--- src/rtl/pipe_fwd_chain_pkg.sv ---
// Shared constants, stage tag record and counter helper for the pipe_fwd_chain controller.
package pipe_fwd_pkg;

  localparam int unsigned DEF_STAGES = 32'd3;
  localparam int unsigned DEF_DW     = 32'd32;
  localparam int unsigned DEF_RW     = 32'd5;
  localparam int unsigned DEF_NRP    = 32'd2;

  // Tags carry a fixed-width destination so the record type is shared; RW must not exceed TAG_RW.
  localparam int unsigned TAG_RW = 32'd8;

  localparam logic [TAG_RW-1:0] REG_ZERO = {TAG_RW{1'b0}};

  typedef struct packed {
    logic              valid;
    logic              we;
    logic [TAG_RW-1:0] dest;
  } stage_tag_t;

  localparam stage_tag_t TAG_ZERO = '{valid: 1'b0, we: 1'b0, dest: REG_ZERO};

  function automatic logic [31:0] sat_inc32(input logic [31:0] v);
    return (v == 32'hFFFF_FFFF) ? v : (v + 32'd1);
  endfunction

endpackage

--- src/rtl/pipe_fwd_chain_if.sv ---
// Decode-side bundle: instruction offer/accept plus read-port forwarding results.
interface pipe_fwd_chain_if #(
  parameter int unsigned DW  = 32'd32,
  parameter int unsigned RW  = 32'd5,
  parameter int unsigned NRP = 32'd2
) ();

  logic              in_valid;
  logic              in_ready;
  logic              in_we;
  logic [RW-1:0]     in_dest;
  logic [NRP*RW-1:0] raddr;
  logic [NRP-1:0]    fwd_hit;
  logic [NRP*DW-1:0] fwd_data;
  logic              fwd_stall;

  modport master (
    output in_valid, in_we, in_dest, raddr,
    input  in_ready, fwd_hit, fwd_data, fwd_stall
  );

  modport slave (
    input  in_valid, in_we, in_dest, raddr,
    output in_ready, fwd_hit, fwd_data, fwd_stall
  );

endinterface

--- src/rtl/pipe_fwd_chain_fwd_match.sv ---
// Priority search of stage tags for one read port; the youngest (lowest index) producer wins.
module fwd_match
  import pipe_fwd_pkg::*;
#(
  parameter int unsigned STAGES = DEF_STAGES,
  parameter int unsigned IW     = (STAGES > 32'd1) ? $clog2(STAGES) : 32'd1
) (
  input  stage_tag_t [STAGES-1:0] tags_i,
  input  logic [STAGES-1:0]       res_valid_i,
  input  logic [TAG_RW-1:0]       raddr_i,
  output logic                    hit_o,
  output logic                    pend_o,
  output logic [IW-1:0]           idx_o
);

  logic          found_s;
  logic [IW-1:0] idx_s;

  // Scan oldest to youngest so the last match seen is the youngest producer
  always_comb begin
    logic match_v;
    found_s = 1'b0;
    idx_s   = {IW{1'b0}};
    for (int k = int'(STAGES) - 1; k >= 0; k--) begin
      match_v = tags_i[k].valid & tags_i[k].we & (tags_i[k].dest == raddr_i) &
                (raddr_i != REG_ZERO);
      found_s = found_s | match_v;
      idx_s   = match_v ? IW'(k) : idx_s;
    end
  end

  assign hit_o  = found_s & res_valid_i[idx_s];
  assign pend_o = found_s & ~res_valid_i[idx_s];
  assign idx_o  = idx_s;

endmodule

--- src/rtl/pipe_fwd_chain.sv ---
// N-stage valid/allow_in controller with write-back forwarding and load-use stall.
// Optional perf counters are built only when PIPE_FWD_PERF_CNT_EN is defined.
module pipe_fwd_chain
  import pipe_fwd_pkg::*;
#(
  parameter int unsigned STAGES = DEF_STAGES,
  parameter int unsigned DW     = DEF_DW,
  parameter int unsigned RW     = DEF_RW,
  parameter int unsigned NRP    = DEF_NRP
) (
  input  logic                 clk,
  input  logic                 reset,
  pipe_fwd_chain_if.slave      dec,
  input  logic [STAGES-1:0]    ready_go,
  input  logic [STAGES-1:0]    res_valid,
  input  logic [STAGES*DW-1:0] res_data,
  input  logic                 out_allow,
  output logic [STAGES-1:0]    stage_valid,
  output logic [STAGES-1:0]    stage_allow_in,
  input  logic                 flush,
  input  logic [STAGES-1:0]    flush_mask,
  output logic [31:0]          perf_stall_cnt,
  output logic [31:0]          perf_retire_cnt
);

  localparam int unsigned IW = (STAGES > 32'd1) ? $clog2(STAGES) : 32'd1;

  stage_tag_t [STAGES-1:0] tag_q;
  stage_tag_t [STAGES-1:0] tag_d;
  stage_tag_t [STAGES-1:0] src_s;
  logic [STAGES-1:0]       allow_s;
  logic [STAGES-1:0]       kill_s;
  logic [NRP-1:0]          hit_s;
  logic [NRP-1:0]          pend_s;
  logic [IW-1:0]           idx_s [NRP];
  logic [NRP*DW-1:0]       fwd_data_s;
  logic                    stall_s;
  logic                    in_ready_s;

  assign kill_s = {STAGES{flush}} & flush_mask;

  // allow_in ripples from the retiring end back toward decode
  always_comb begin
    logic chain_v;
    allow_s = {STAGES{1'b0}};
    chain_v = ~tag_q[STAGES-1].valid | (ready_go[STAGES-1] & out_allow);
    allow_s[STAGES-1] = chain_v;
    for (int k = int'(STAGES) - 2; k >= 0; k--) begin
      chain_v    = ~tag_q[k].valid | (ready_go[k] & chain_v);
      allow_s[k] = chain_v;
    end
  end

  for (genvar p = 0; p < int'(NRP); p++) begin : g_port
    fwd_match #(.STAGES(STAGES), .IW(IW)) u_match (
      .tags_i      (tag_q),
      .res_valid_i (res_valid),
      .raddr_i     (TAG_RW'(dec.raddr[p*RW +: RW])),
      .hit_o       (hit_s[p]),
      .pend_o      (pend_s[p]),
      .idx_o       (idx_s[p])
    );
  end

  // Forwarded data is zero unless the winning producer already has its result
  always_comb begin
    fwd_data_s = {NRP*DW{1'b0}};
    for (int p = 0; p < int'(NRP); p++) begin
      if (hit_s[p]) begin
        fwd_data_s[p*DW +: DW] = res_data[int'(idx_s[p])*int'(DW) +: DW];
      end else begin
        fwd_data_s[p*DW +: DW] = {DW{1'b0}};
      end
    end
  end

  assign stall_s       = dec.in_valid & (|pend_s);
  assign in_ready_s    = allow_s[0] & ~stall_s;
  assign dec.in_ready  = in_ready_s;
  assign dec.fwd_hit   = hit_s;
  assign dec.fwd_data  = fwd_data_s;
  assign dec.fwd_stall = stall_s;

  // Candidate tag offered to each stage; a squashed predecessor offers a bubble
  always_comb begin
    src_s    = {STAGES{TAG_ZERO}};
    src_s[0] = '{valid: dec.in_valid & ~stall_s, we: dec.in_we, dest: TAG_RW'(dec.in_dest)};
    for (int k = 1; k < int'(STAGES); k++) begin
      src_s[k] = '{valid: tag_q[k-1].valid & ready_go[k-1] & ~kill_s[k-1],
                   we:    tag_q[k-1].we,
                   dest:  tag_q[k-1].dest};
    end
  end

  // Flush beats load; an empty load keeps the stale we/dest fields
  always_comb begin
    tag_d = tag_q;
    for (int k = 0; k < int'(STAGES); k++) begin
      if (kill_s[k]) begin
        tag_d[k].valid = 1'b0;
      end else if (allow_s[k] & src_s[k].valid) begin
        tag_d[k] = src_s[k];
      end else if (allow_s[k]) begin
        tag_d[k].valid = 1'b0;
      end else begin
        tag_d[k] = tag_q[k];
      end
    end
  end

  // Stage tag registers
  always_ff @(posedge clk or posedge reset) begin
    if (reset) begin
      tag_q <= {STAGES{TAG_ZERO}};
    end else begin
      tag_q <= tag_d;
    end
  end

  // Occupancy view of the tag registers
  always_comb begin
    stage_valid = {STAGES{1'b0}};
    for (int k = 0; k < int'(STAGES); k++) begin
      stage_valid[k] = tag_q[k].valid;
    end
  end

  assign stage_allow_in = allow_s;

`ifdef PIPE_FWD_PERF_CNT_EN
  logic        retire_s;
  logic [31:0] stall_cnt_q, stall_cnt_d;
  logic [31:0] retire_cnt_q, retire_cnt_d;

  assign retire_s = tag_q[STAGES-1].valid & ready_go[STAGES-1] & out_allow & ~kill_s[STAGES-1];

  // Saturating event counters
  always_comb begin
    stall_cnt_d  = (dec.in_valid & ~in_ready_s) ? sat_inc32(stall_cnt_q) : stall_cnt_q;
    retire_cnt_d = retire_s ? sat_inc32(retire_cnt_q) : retire_cnt_q;
  end

  // Counter registers
  always_ff @(posedge clk or posedge reset) begin
    if (reset) begin
      stall_cnt_q  <= 32'd0;
      retire_cnt_q <= 32'd0;
    end else begin
      stall_cnt_q  <= stall_cnt_d;
      retire_cnt_q <= retire_cnt_d;
    end
  end

  assign perf_stall_cnt  = stall_cnt_q;
  assign perf_retire_cnt = retire_cnt_q;
`else
  assign perf_stall_cnt  = 32'd0;
  assign perf_retire_cnt = 32'd0;
`endif

endmodule

--- src/flat_wrapper.sv ---
// flat-port wrapper written by rule: the top's interface ports become plain ports
module pipe_fwd_chain_flat import pipe_fwd_pkg::*;
#(
  parameter int unsigned STAGES = DEF_STAGES,
  parameter int unsigned DW     = DEF_DW,
  parameter int unsigned RW     = DEF_RW,
  parameter int unsigned NRP    = DEF_NRP
)
  (clk, reset, ready_go, res_valid, res_data, out_allow, stage_valid, stage_allow_in, flush, flush_mask, perf_stall_cnt, perf_retire_cnt, dec_in_valid, dec_in_we, dec_in_dest, dec_raddr, dec_in_ready, dec_fwd_hit, dec_fwd_data, dec_fwd_stall);
  pipe_fwd_chain_if #(.DW(DW), .RW(RW), .NRP(NRP)) dec_i ();
  input  logic clk;
  input  logic reset;
  input  logic [STAGES-1:0] ready_go;
  input  logic [STAGES-1:0] res_valid;
  input  logic [STAGES*DW-1:0] res_data;
  input  logic out_allow;
  output logic [STAGES-1:0] stage_valid;
  output logic [STAGES-1:0] stage_allow_in;
  input  logic flush;
  input  logic [STAGES-1:0] flush_mask;
  output logic [31:0] perf_stall_cnt;
  output logic [31:0] perf_retire_cnt;
  input wire logic [$bits(dec_i.in_valid)-1:0] dec_in_valid;
  input wire logic [$bits(dec_i.in_we)-1:0] dec_in_we;
  input wire logic [$bits(dec_i.in_dest)-1:0] dec_in_dest;
  input wire logic [$bits(dec_i.raddr)-1:0] dec_raddr;
  output wire logic [$bits(dec_i.in_ready)-1:0] dec_in_ready;
  output wire logic [$bits(dec_i.fwd_hit)-1:0] dec_fwd_hit;
  output wire logic [$bits(dec_i.fwd_data)-1:0] dec_fwd_data;
  output wire logic [$bits(dec_i.fwd_stall)-1:0] dec_fwd_stall;
  assign dec_i.in_valid = dec_in_valid;
  assign dec_i.in_we = dec_in_we;
  assign dec_i.in_dest = dec_in_dest;
  assign dec_i.raddr = dec_raddr;
  assign dec_in_ready = dec_i.in_ready;
  assign dec_fwd_hit = dec_i.fwd_hit;
  assign dec_fwd_data = dec_i.fwd_data;
  assign dec_fwd_stall = dec_i.fwd_stall;
  pipe_fwd_chain #(.STAGES(STAGES), .DW(DW), .RW(RW), .NRP(NRP)) u_core (.clk(clk), .reset(reset), .dec(dec_i), .ready_go(ready_go), .res_valid(res_valid), .res_data(res_data), .out_allow(out_allow), .stage_valid(stage_valid), .stage_allow_in(stage_allow_in), .flush(flush), .flush_mask(flush_mask), .perf_stall_cnt(perf_stall_cnt), .perf_retire_cnt(perf_retire_cnt));
endmodule
--- config.mk ---
export PLATFORM = sky130hd
export DESIGN_NAME = pipe_fwd_chain_flat
export DESIGN_NICKNAME = d
export VERILOG_FILES = /design/src/rtl/pipe_fwd_chain_pkg.sv /design/src/rtl/pipe_fwd_chain_if.sv /design/src/rtl/pipe_fwd_chain_fwd_match.sv /design/src/rtl/pipe_fwd_chain.sv /design/src/flat_wrapper.sv
export SDC_FILE = /design/constraint.sdc
export NUM_CORES = 1
export LEC_CHECK = 0
export ABC_AREA = 1
export BUFFER_PORTS_ARGS = -buffer_cell sky130_fd_sc_hd__buf_2
export CAP_MARGIN = 15
export CORE_AREA = 2 2 102 104
export CTS_CLUSTER_DIAMETER = 30
export DETAILED_ROUTE_END_ITERATION = 10
export DIE_AREA = 0 0 104 106
export PLACE_DENSITY = 0.84
export SYNTH_ARGS = -nofsm -noshare
export SYNTH_HDL_FRONTEND = slang
export SYNTH_SLANG_ARGS = --single-unit
--- constraint.sdc ---
create_clock -name clk -period 1.9 [get_ports clk]
set_input_delay 0.19 -clock clk [delete_from_list [all_inputs] [get_ports clk]]
set_output_delay 0.19 -clock clk [all_outputs]
set_load 0.01 [all_outputs]
Yosys cells after proc, flatten, opt, wreduce, memory -nomap -nowiden
Index checks and enable logic that the tools add are counted.
- magnitude comparators: 2
- eq/ne operators: 6
- shift-type cells: 2
- multiplexer cells: 21
- bitwise gates (word level): 49
- reductions and logical operators: 9
- operators with widths (operator ; number):
    $shiftx A96 B8 Y32 ; 2
    $mux W32 ; 2
    $and A1 B1 Y1 ; 32
    $eq A5 B5 Y1 ; 6
    $mux W10 ; 3
    $reduce_bool A8 Y1 ; 2
    $mux W2 ; 6
    $not A1 Y1 ; 9
    $reduce_bool A3 Y1 ; 3
    $mux W1 ; 8
    $or A1 B1 Y1 ; 7
    $lt A2 B3 Y1 const B ; 2
    $reduce_and A2 Y1 ; 3
    $bmux W1 S2 ; 2
    $and A3 B3 Y3 ; 1
    $reduce_or A2 Y1 ; 1
- register bits after elaboration: 21
- bits of input ports: 126
- output and inout port bits: 138

Depth between registers and ports, before layout
Gate-level depths: netlist of the first run.
- depth in word-level cells: 17
- depth in mapped cells: 15

By module
From an unflattened synthesis of the first run, not the netlist that was laid out.
- cell total of the unflattened synthesis: 867
- area, all modules: 4660.7 um^2
- by module, submodules not included (module ; instances ; cells each ; area an instance (um^2)):
    pipe_fwd_chain ; 1 ; 501 ; 3044.2
    fwd_match ; 2 ; 183 ; 808.3

Least setup slack after synthesis of the first run
OpenSTA, ideal clock, no wires.
- path type: reg2out
- start point: register u_core.tag_q, in the netlist u_core.src_s[14]
- end point: output port dec_fwd_data[1]
- data arrival time: 1.598 ns
- required time: 1.710 ns
- path slack: 0.112 ns
- cell stages (with the launch flop): 9
- cell sequence: dfrtp_1 > xor2_1 > nor2_1 > nand3_2 > and2_4 > nand2_4 > buf_2 > nor2_1 > nor3_1
- cells in the longest elaborated chain, start to end: 8
- elaborated cells on any way between the ends: 10
- classes of those cells: eq/ne (1); shift (1); mux (4); bitwise (4)
- ends and longest elaborated chain (what ; line ; RTL):
    start: declaration ; pipe_fwd_chain.sv:28 ; stage_tag_t [STAGES-1:0] tag_q;
    start signal: assignment ; pipe_fwd_chain.sv:114 ; tag_q <= {STAGES{TAG_ZERO}};
    start signal: assignment ; pipe_fwd_chain.sv:116 ; tag_q <= tag_d;
    $eq A5 B5 Y1 * ; pipe_fwd_chain_fwd_match.sv:25 ; match_v = tags_i[k].valid & tags_i[k].we & (tags_i[k].dest == raddr_i) &
    $and A1 B1 Y1 * (2 in a row) ; pipe_fwd_chain_fwd_match.sv:25 ;
    branches (longest 4 deep; another with $shiftx A96 B8 Y32) ; -- ;
    $mux W32 * ; pipe_fwd_chain.sv:69 ; if (hit_s[p]) begin
    end: declaration ; flat_wrapper.sv:29 ; output wire logic [$bits(dec_i.fwd_data)-1:0] dec_fwd_data;
Mark *: on every way between the ends. The select of a mux whose other input is x is not followed.

Worst setup path after layout of the first run
- start point: register u_core.tag_q, in the netlist u_core.src_s[21]
- end point: output port dec_fwd_data[54]
- cells in the longest elaborated chain, start to end: 9
- elaborated cells on any way between the ends: 12
- classes of those cells: eq/ne (1); shift (1); mux (5); bitwise (5)
- ends and longest elaborated chain (what ; line):
    $eq A5 B5 Y1 * ; pipe_fwd_chain_fwd_match.sv:25
    $and A1 B1 Y1 * (2 in a row) ; pipe_fwd_chain_fwd_match.sv:25
    branches (longest 5 deep; another with $shiftx A96 B8 Y32) ; --
    $mux W32 * ; pipe_fwd_chain.sv:69
Marked as above.

==> results of run 1 <==
layer usage:
metal | global-route usage [%] | share of wire, %
met1 | 31.17 | 32
met2 | 48.64 | 46
met3 | 3.311 | 13
met4 | 11.49 | 8.8
met5 | 0 | 0.062
worst max-delay path, cell delays in order (launching register included):
cell     delay [ns]
dfrtp_1        0.45
inv_2          0.07
nand2_1        0.09
nand2_1        0.06
nor2_1         0.11
nand2_1        0.10
nor2_4         0.15
nand2_4        0.10
buf_12         0.16
buf_8          0.14
o21ai_1        0.20
nand2_1        0.13
a21oi_2        0.18
buf_2          0.17
stage by stage:
| step | worst slack (ns) | setup TNS, ns | total power [W] | util [%] | instances |
|---|---|---|---|---|---|
| floorplan | 0.1124 | 0 | 0.001600 | - | 760 |
| global placement | -0.1527 | -4.936 | 0.001971 | 51.91 | 1050 |
| detailed placement | -0.2104 | -8.075 | 0.001995 | 51.91 | 1050 |
| CTS | -0.4418 | -25.48 | 0.002632 | 60.02 | 1084 |
| global route | -0.9054 | -43.70 | 0.003198 | 69.91 | 1109 |
| finish | -0.6726 | -38.18 | 0.003018 | 69.93 | 1110 |
worst max path at each step:
stage	start	endpoint	slack, ns	cells after the start
after floorplan	u_core.src_s[14]$_DFFE_PP0P_	dec_fwd_data[1]	0.11	8
after global placement	u_core.src_s[11]$_DFFE_PP0P_	dec_fwd_data[10]	-0.15	10
after detailed placement	u_core.src_s[21]$_DFFE_PP0P_	dec_fwd_data[27]	-0.21	14
after CTS	u_core.src_s[11]$_DFFE_PP0P_	dec_fwd_data[0]	-0.44	10
after global routing	u_core.src_s[21]$_DFFE_PP0P_	dec_fwd_data[54]	-0.91	13
final	u_core.src_s[21]$_DFFE_PP0P_	dec_fwd_data[54]	-0.67	13
area by class of cell:
type | instances | area, um2 | area share [%]
Antenna cell | 2 | 5.005 | 0.07157
Clock buffer | 4 | 45.04 | 0.6441
Inverter | 73 | 289.0 | 4.133
Multi-Input combinational cell | 563 | 3541 | 50.64
Sequential cell | 21 | 529.3 | 7.568
Tap cell | 136 | 170.2 | 2.433
Timing Repair Buffer | 310 | 2402 | 34.35
Timing Repair inverter | 1 | 11.26 | 0.1610
cells in the mapped netlist, types with 5 or more instances:
cell type	instances	area, um2
nand4_1	12	75.07
buf_4	71	533.0
nor2_2	5	31.28
nor3_2	30	300.3
buf_2	15	75.07
a21oi_1	67	335.3
nand2_1	204	765.7
inv_2	6	22.52
nor2_1	62	232.7
o21ai_0	65	325.3
o21ai_1	12	60.06
inv_1	66	247.7
buf_6	12	135.1
nand3_1	9	45.04
nand3_2	8	80.08
dfrtp_1	21	525.5
cells by family (layout without fill, tap and decap cells):
logic type,after synthesis,in the layout,synth area share (%)
flip-flops,21,21,13.07
XOR/XNOR,8,8,1.742
buffers and inverters,176,388,25.86
AO/OA/AOI/OAI,149,149,19.07
AND/OR/NAND/NOR,342,342,40.17
other,1,66,0.09325
state kept, by name, indices dropped and copies added, names as in the netlist:
name                count
u_core.src_s           12
u_core.stage_valid      3
u_core.tag_q            6
repair_timing:
action                                 in CTS  in global routing
setup buffers                              23                 12
pin swaps                                  32                 58
endpoints found under the hold margin      21                  0
resized for setup                         141                175
setup endpoints to repair                  74                 76
cloned                                      6                 12
hold buffers                                1                  0
power by group:
part           total (W)  internal [W]  switching, W
Clock           0.000302      0.000150      0.000152
Combinational    0.00194      0.000868       0.00107
Sequential      0.000776      0.000600      0.000176
==> impl_metrics.tcl, run 1 <==
set metrics [dict create \
    fin_crit_sh_pct 135.4 \
    whs_ns 0.1911 \
    synth_seq_cells 21 \
    drt_wl_total_mm 20.87 \
    synthDistinctLibCells 30 \
    routed-via-count 6197 \
    crit_type "register to primary output" \
    fin_skew_ns 0.009958 \
    synth-edff-count 0 \
    leakage_nw 3.722 \
    crit_arrival_ns 2.38 \
    r2r_end "u_core.tag_q[21]$_DFFE_PP0P_" \
    final_common_cell "buf_2" \
    nets 1099 \
    drive_above_1_share_pct 54.63 \
    status "finished, violations left" \
    rows 37 \
    drtAntennaViolNets 0 \
    worstSetupStartpointType "register" \
    holdCritPathClass "input pin to register" \
    drt-wirelength-per-cell_um 18.80 \
    vdd_ir_drop_max_mv 0.4367 \
    ys_seq_area_share_pct 13.07 \
    grt_use_total_pct 26.58 \
    port_buffers 199 \
    r2r_setup_slack_ns -0.53 \
    placed_area_um2 5191 \
    rr_worst_depth 16 \
    numCtsBuffers 3 \
    grt_max_degree 25 \
    cp.required_ns 1.71 \
    dr.pass1.iters 6 \
    core_um2 10000 \
    clock.fmax_ghz 0.3887 \
    syn_avg_cell_area_um2 5.770 \
    end_kind "primary output" \
    fin_area_um2 6993 \
    num-fill-cells 710 \
    synthArstFlopShare_pct 100.0 \
    dieWidth_um 104 \
    overflow 0 \
    maxSlewViolCount 0 \
    clock_latency_ns 0.27 \
    rsz0062_at_grt "yes" \
    synth.cell_area_um2 4021 \
    crit_path_max_fanout 8 \
    start_util_pct 40.22 \
    worst_hold_startpoint "dec_in_dest[1]" \
    path_clk_slew_ns 0.08 \
    die_h_um 106 \
    gp_congestion 0.9997 \
    cts_tree "yes" \
    root_buffer "clkbuf_8" \
    failed_checks "negative setup slack" \
    ys_warn_count 0 \
    cts_max_level 1 \
    p_per_area_nw_per_um2 431.5 \
    area_growth_pct 73.90 \
    antenna_found_initial 3 \
    hold_viol 0 \
    cts_buffer_depth 2 \
    cts_sinks 21 \
    synthCells 697 \
    vias_per_cell 5.583 \
    drc 0 \
    hold_depth 3 \
    holdPathEnd "u_core.src_s[11]$_DFFE_PP0P_" \
    r2r-start "u_core.src_s[21]$_DFFE_PP0P_" \
    dieArea_um2 11020 \
    finalCriticalPeriod_ns 2.573 \
    drv_cap 0 \
    drtIter0Drc 712 \
    grt_pass1_wl_mm 24.07 \
    hpwl_mm 10.98 \
    fin_ws_ns -0.6726 \
    synthFlopType "dfrtp_1" \
    io_pins 264 \
    grt_pass1_vias 5020 \
    layout_common_cells "buf_2, nand2_1, conb_1, buf_4, inv_1" \
    setup_viol 76 \
]
No activity file was read; power rests on OpenSTA's default activity.
==> run 2: changes to the inputs <==
--- a/config.mk
+++ b/config.mk
@@ -7,12 +7,11 @@
 export LEC_CHECK = 0
 export ABC_AREA = 1
 export BUFFER_PORTS_ARGS = -buffer_cell sky130_fd_sc_hd__buf_2
-export CAP_MARGIN = 15
-export CORE_AREA = 2 2 102 104
+export CAP_MARGIN = 20
+export CORE_UTILIZATION = 40
 export CTS_CLUSTER_DIAMETER = 30
 export DETAILED_ROUTE_END_ITERATION = 10
-export DIE_AREA = 0 0 104 106
-export PLACE_DENSITY = 0.84
+export PLACE_DENSITY = 0.86
 export SYNTH_ARGS = -nofsm -noshare
 export SYNTH_HDL_FRONTEND = slang
 export SYNTH_SLANG_ARGS = --single-unit
==> constraint.sdc (replaced) <==
create_clock -name clk -period 2.12 [get_ports clk]
set_input_delay 0.212 -clock clk [delete_from_list [all_inputs] [get_ports clk]]
set_output_delay 0.212 -clock clk [all_outputs]
set_load 0.01 [all_outputs]
==> run 2 against run 1 <==
Effect of this change:
- the flow still finishes with violations (negative setup slack)
- clock power shrank 11%
- worst setup slack improved by 0.36 ns
- sequential share of layout area is 1.5 points higher
- clock skew is 0.0086 ns lower
- global-route usage decreased by 0.98 points
- combinational power fell by 31%
- sequential power fell by 9.4%
- routed wire length decreased by 27%
- final area is 16% lower
==> impl_metrics.tcl, run 2 (synthesis gave the netlist of run 1 again) <==
set metrics [dict create \
    cp.depth 9 \
    place_inst 1014 \
    p_int_w 0.001225 \
    antenna_found_initial 2 \
    rows 36 \
    grt_use_total_pct 25.60 \
    worst_path_largest_cell_delay_ns 0.42 \
    r2r_setup_slack_ns 0.08 \
    crit_arrival_ns 2.22 \
    clock_latency_ns 0.26 \
    io_pins 264 \
    fin_util_pct 59.87 \
    drt_wl_total_mm 15.18 \
    dieWidth_um 102.3 \
    crit_start "u_core.tag_q[21]$_DFFE_PP0P_" \
    final_cells 1044 \
    rr_worst_depth 10 \
    fin_skew_ns 0.001399 \
    vias_per_cell 5.101 \
    finalCriticalPeriod_ns 2.434 \
    gp_congestion 0.9711 \
    hold_viol 0 \
    fin_ws_ns -0.3141 \
    placed_area_um2 4947 \
    leakage_nw 3.307 \
    cpMaxStageDelayCell "dfrtp_1" \
    place_ws_ns 0.01481 \
    seq_power_share_pct 30.5 \
    hpwl_mm 10.30 \
    switching_power_w 0.001078 \
    fin_area_um2 5852 \
    critical_path.top_delay_family "buffers and inverters" \
    cts_tree "yes" \
    nets 1036 \
    drc 0 \
    failed_checks "negative setup slack" \
    cp.required_ns 1.91 \
    grt_pass1_vias 4426 \
    crit_path_max_fanout 6 \
    p_per_area_nw_per_um2 393.6 \
    final_common_cell "buf_2" \
    ctsHoldBuffers 0 \
    r2r_end "u_core.src_s[14]$_DFFE_PP0P_" \
    routed-via-count 5325 \
    critPathBufInv 4 \
    worstSetupEndpoint "dec_fwd_data[14]" \
    fin_crit_sh_pct 114.8 \
    area_growth_pct 45.52 \
    grt_pass1_wl_mm 21.05 \
    path_clk_slew_ns 0.08 \
    crit_type "register to primary output" \
    layout_common_cells "buf_2, nand2_1, conb_1, inv_1, nor2_1" \
    holdCritPathClass "input pin to async pin" \
    switching_share_pct 46.80 \
    drtIter0Drc 319 \
    drive_above_1_share_pct 42.79 \
    r2r-start "u_core.tag_q[21]$_DFFE_PP0P_" \
    status "finished, violations left" \
    rsz0062_at_grt "yes" \
    clock.fmax_ghz 0.4108 \
    cts_max_level 1 \
    grt_max_degree 47 \
    port_buffers 199 \
    path_cells "buf_4 -> xnor2_4 -> nand3_2 -> buf_4 -> o21ai_4 -> nand2_8 -> buf_16 -> nor3_4 -> buf_2" \
    relSlewSlack_pct 44.67 \
    drt-wirelength-per-cell_um 14.54 \
    setup_viol 68 \
    drtAntennaViolNets 0 \
    register_area_um2 530.5 \
    maxSlewViolCount 0 \
    start_util_pct 41.14 \
    whs_ns 0.09957 \
    end_kind "primary output" \
    tightestPinTransition_ns 0.8291 \
    timing.critical_path.mode_cell "buf_4" \
    dieArea_um2 10460 \
    largest_reg_flops 12 \
    die_h_um 102.3 \
    num-fill-cells 892 \
    numCtsBuffers 3 \
    cts_sinks 21 \
    vdd_ir_drop_max_mv 0.4091 \
    worstSetupStartpointType "register" \
    root_buffer "clkbuf_8" \
    drv_cap 0 \
    pwr-share-comb_pct 57.8 \
    core_um2 9774 \
    multiInputGateArea_um2 3119 \
    cts_buffer_depth 2 \
    p_clk_share_pct 11.7 \
    overflow 0 \
    dr.pass1.iters 6 \
]
run 2: cell count changes in the layout (fill, tap and decap cells not counted), sizes merged:
cell	change
buf	-54
clkbuf	-7
clkinv	-1
dlygate4sd3	-1
run 2: how the worst min path moves through the flow:
stage	endpoint	slack, ns	cells past startpoint
after floorplan	u_core.src_s[10]$_DFFE_PP0P_	0.19	1
after global routing	u_core.stage_valid[1]$_DFFE_PP0P_	0.18	2
after global placement	u_core.src_s[28]$_DFFE_PP0P_	0.40	2
after CTS	u_core.src_s[28]$_DFFE_PP0P_	0.14	2
after detailed placement	u_core.src_s[28]$_DFFE_PP0P_	0.42	2
final	u_core.stage_valid[1]$_DFFE_PP0P_	0.1	2
run 2: routing by layer:
layer,track usage (%),share of wire (%),vias up
li1,-,-,2522
met1,30.79,37,2378
met2,42.23,49,361
met3,7.045,9.8,64
met4,12.20,4.4,0
met5,0,0,-
run 2: cell type report:
class	instances	area share, %
sequential	21	9.066
clock buffer	4	0.7697
antenna	2	0.08552
tap	133	2.844
multi-input combinational	563	53.30
timing repair buffer	248	29.16
inverter	73	4.768
run 2: power groups by stage:
stage / Clock, W / Combinational, W / Sequential, W
after floorplan: 0 / 0.000791 / 0.000643
after global placement: 0 / 0.00101 / 0.000681
after detailed placement: 0 / 0.00102 / 0.000686
after CTS: 0.000274 / 0.00116 / 0.000689
after global routing: 0.000290 / 0.00147 / 0.000716
final: 0.000269 / 0.00133 / 0.000703
run 2: what timing repair did:
| item | CTS | global route |
|---|---|---|
| resized for setup | 88 | 76 |
| buffers inserted | 12 | 3 |
| pin swaps | 42 | 21 |
| gates cloned | 5 | 4 |
| setup endpoints to repair | 68 | 75 |
run 2: worst register-to-register path, stage by stage, from the launching register on:
cell and delay (ns):
dfrtp_1 0.42, buf_4 0.17, xnor2_4 0.20, nand3_2 0.14, buf_4 0.17, o21ai_4 0.21
buf_4 0.15, nand3_2 0.14, buf_4 0.19, nand4_1 0.08, nand2_1 0.07
run 2: through the flow:
step                      TNS [ns]  power [W]
after detailed placement         0   0.001708
after CTS                   -11.68   0.002121
after global routing        -23.84   0.002478
after floorplan                  0   0.001434
final                       -15.58   0.002303
after global placement           0   0.001691
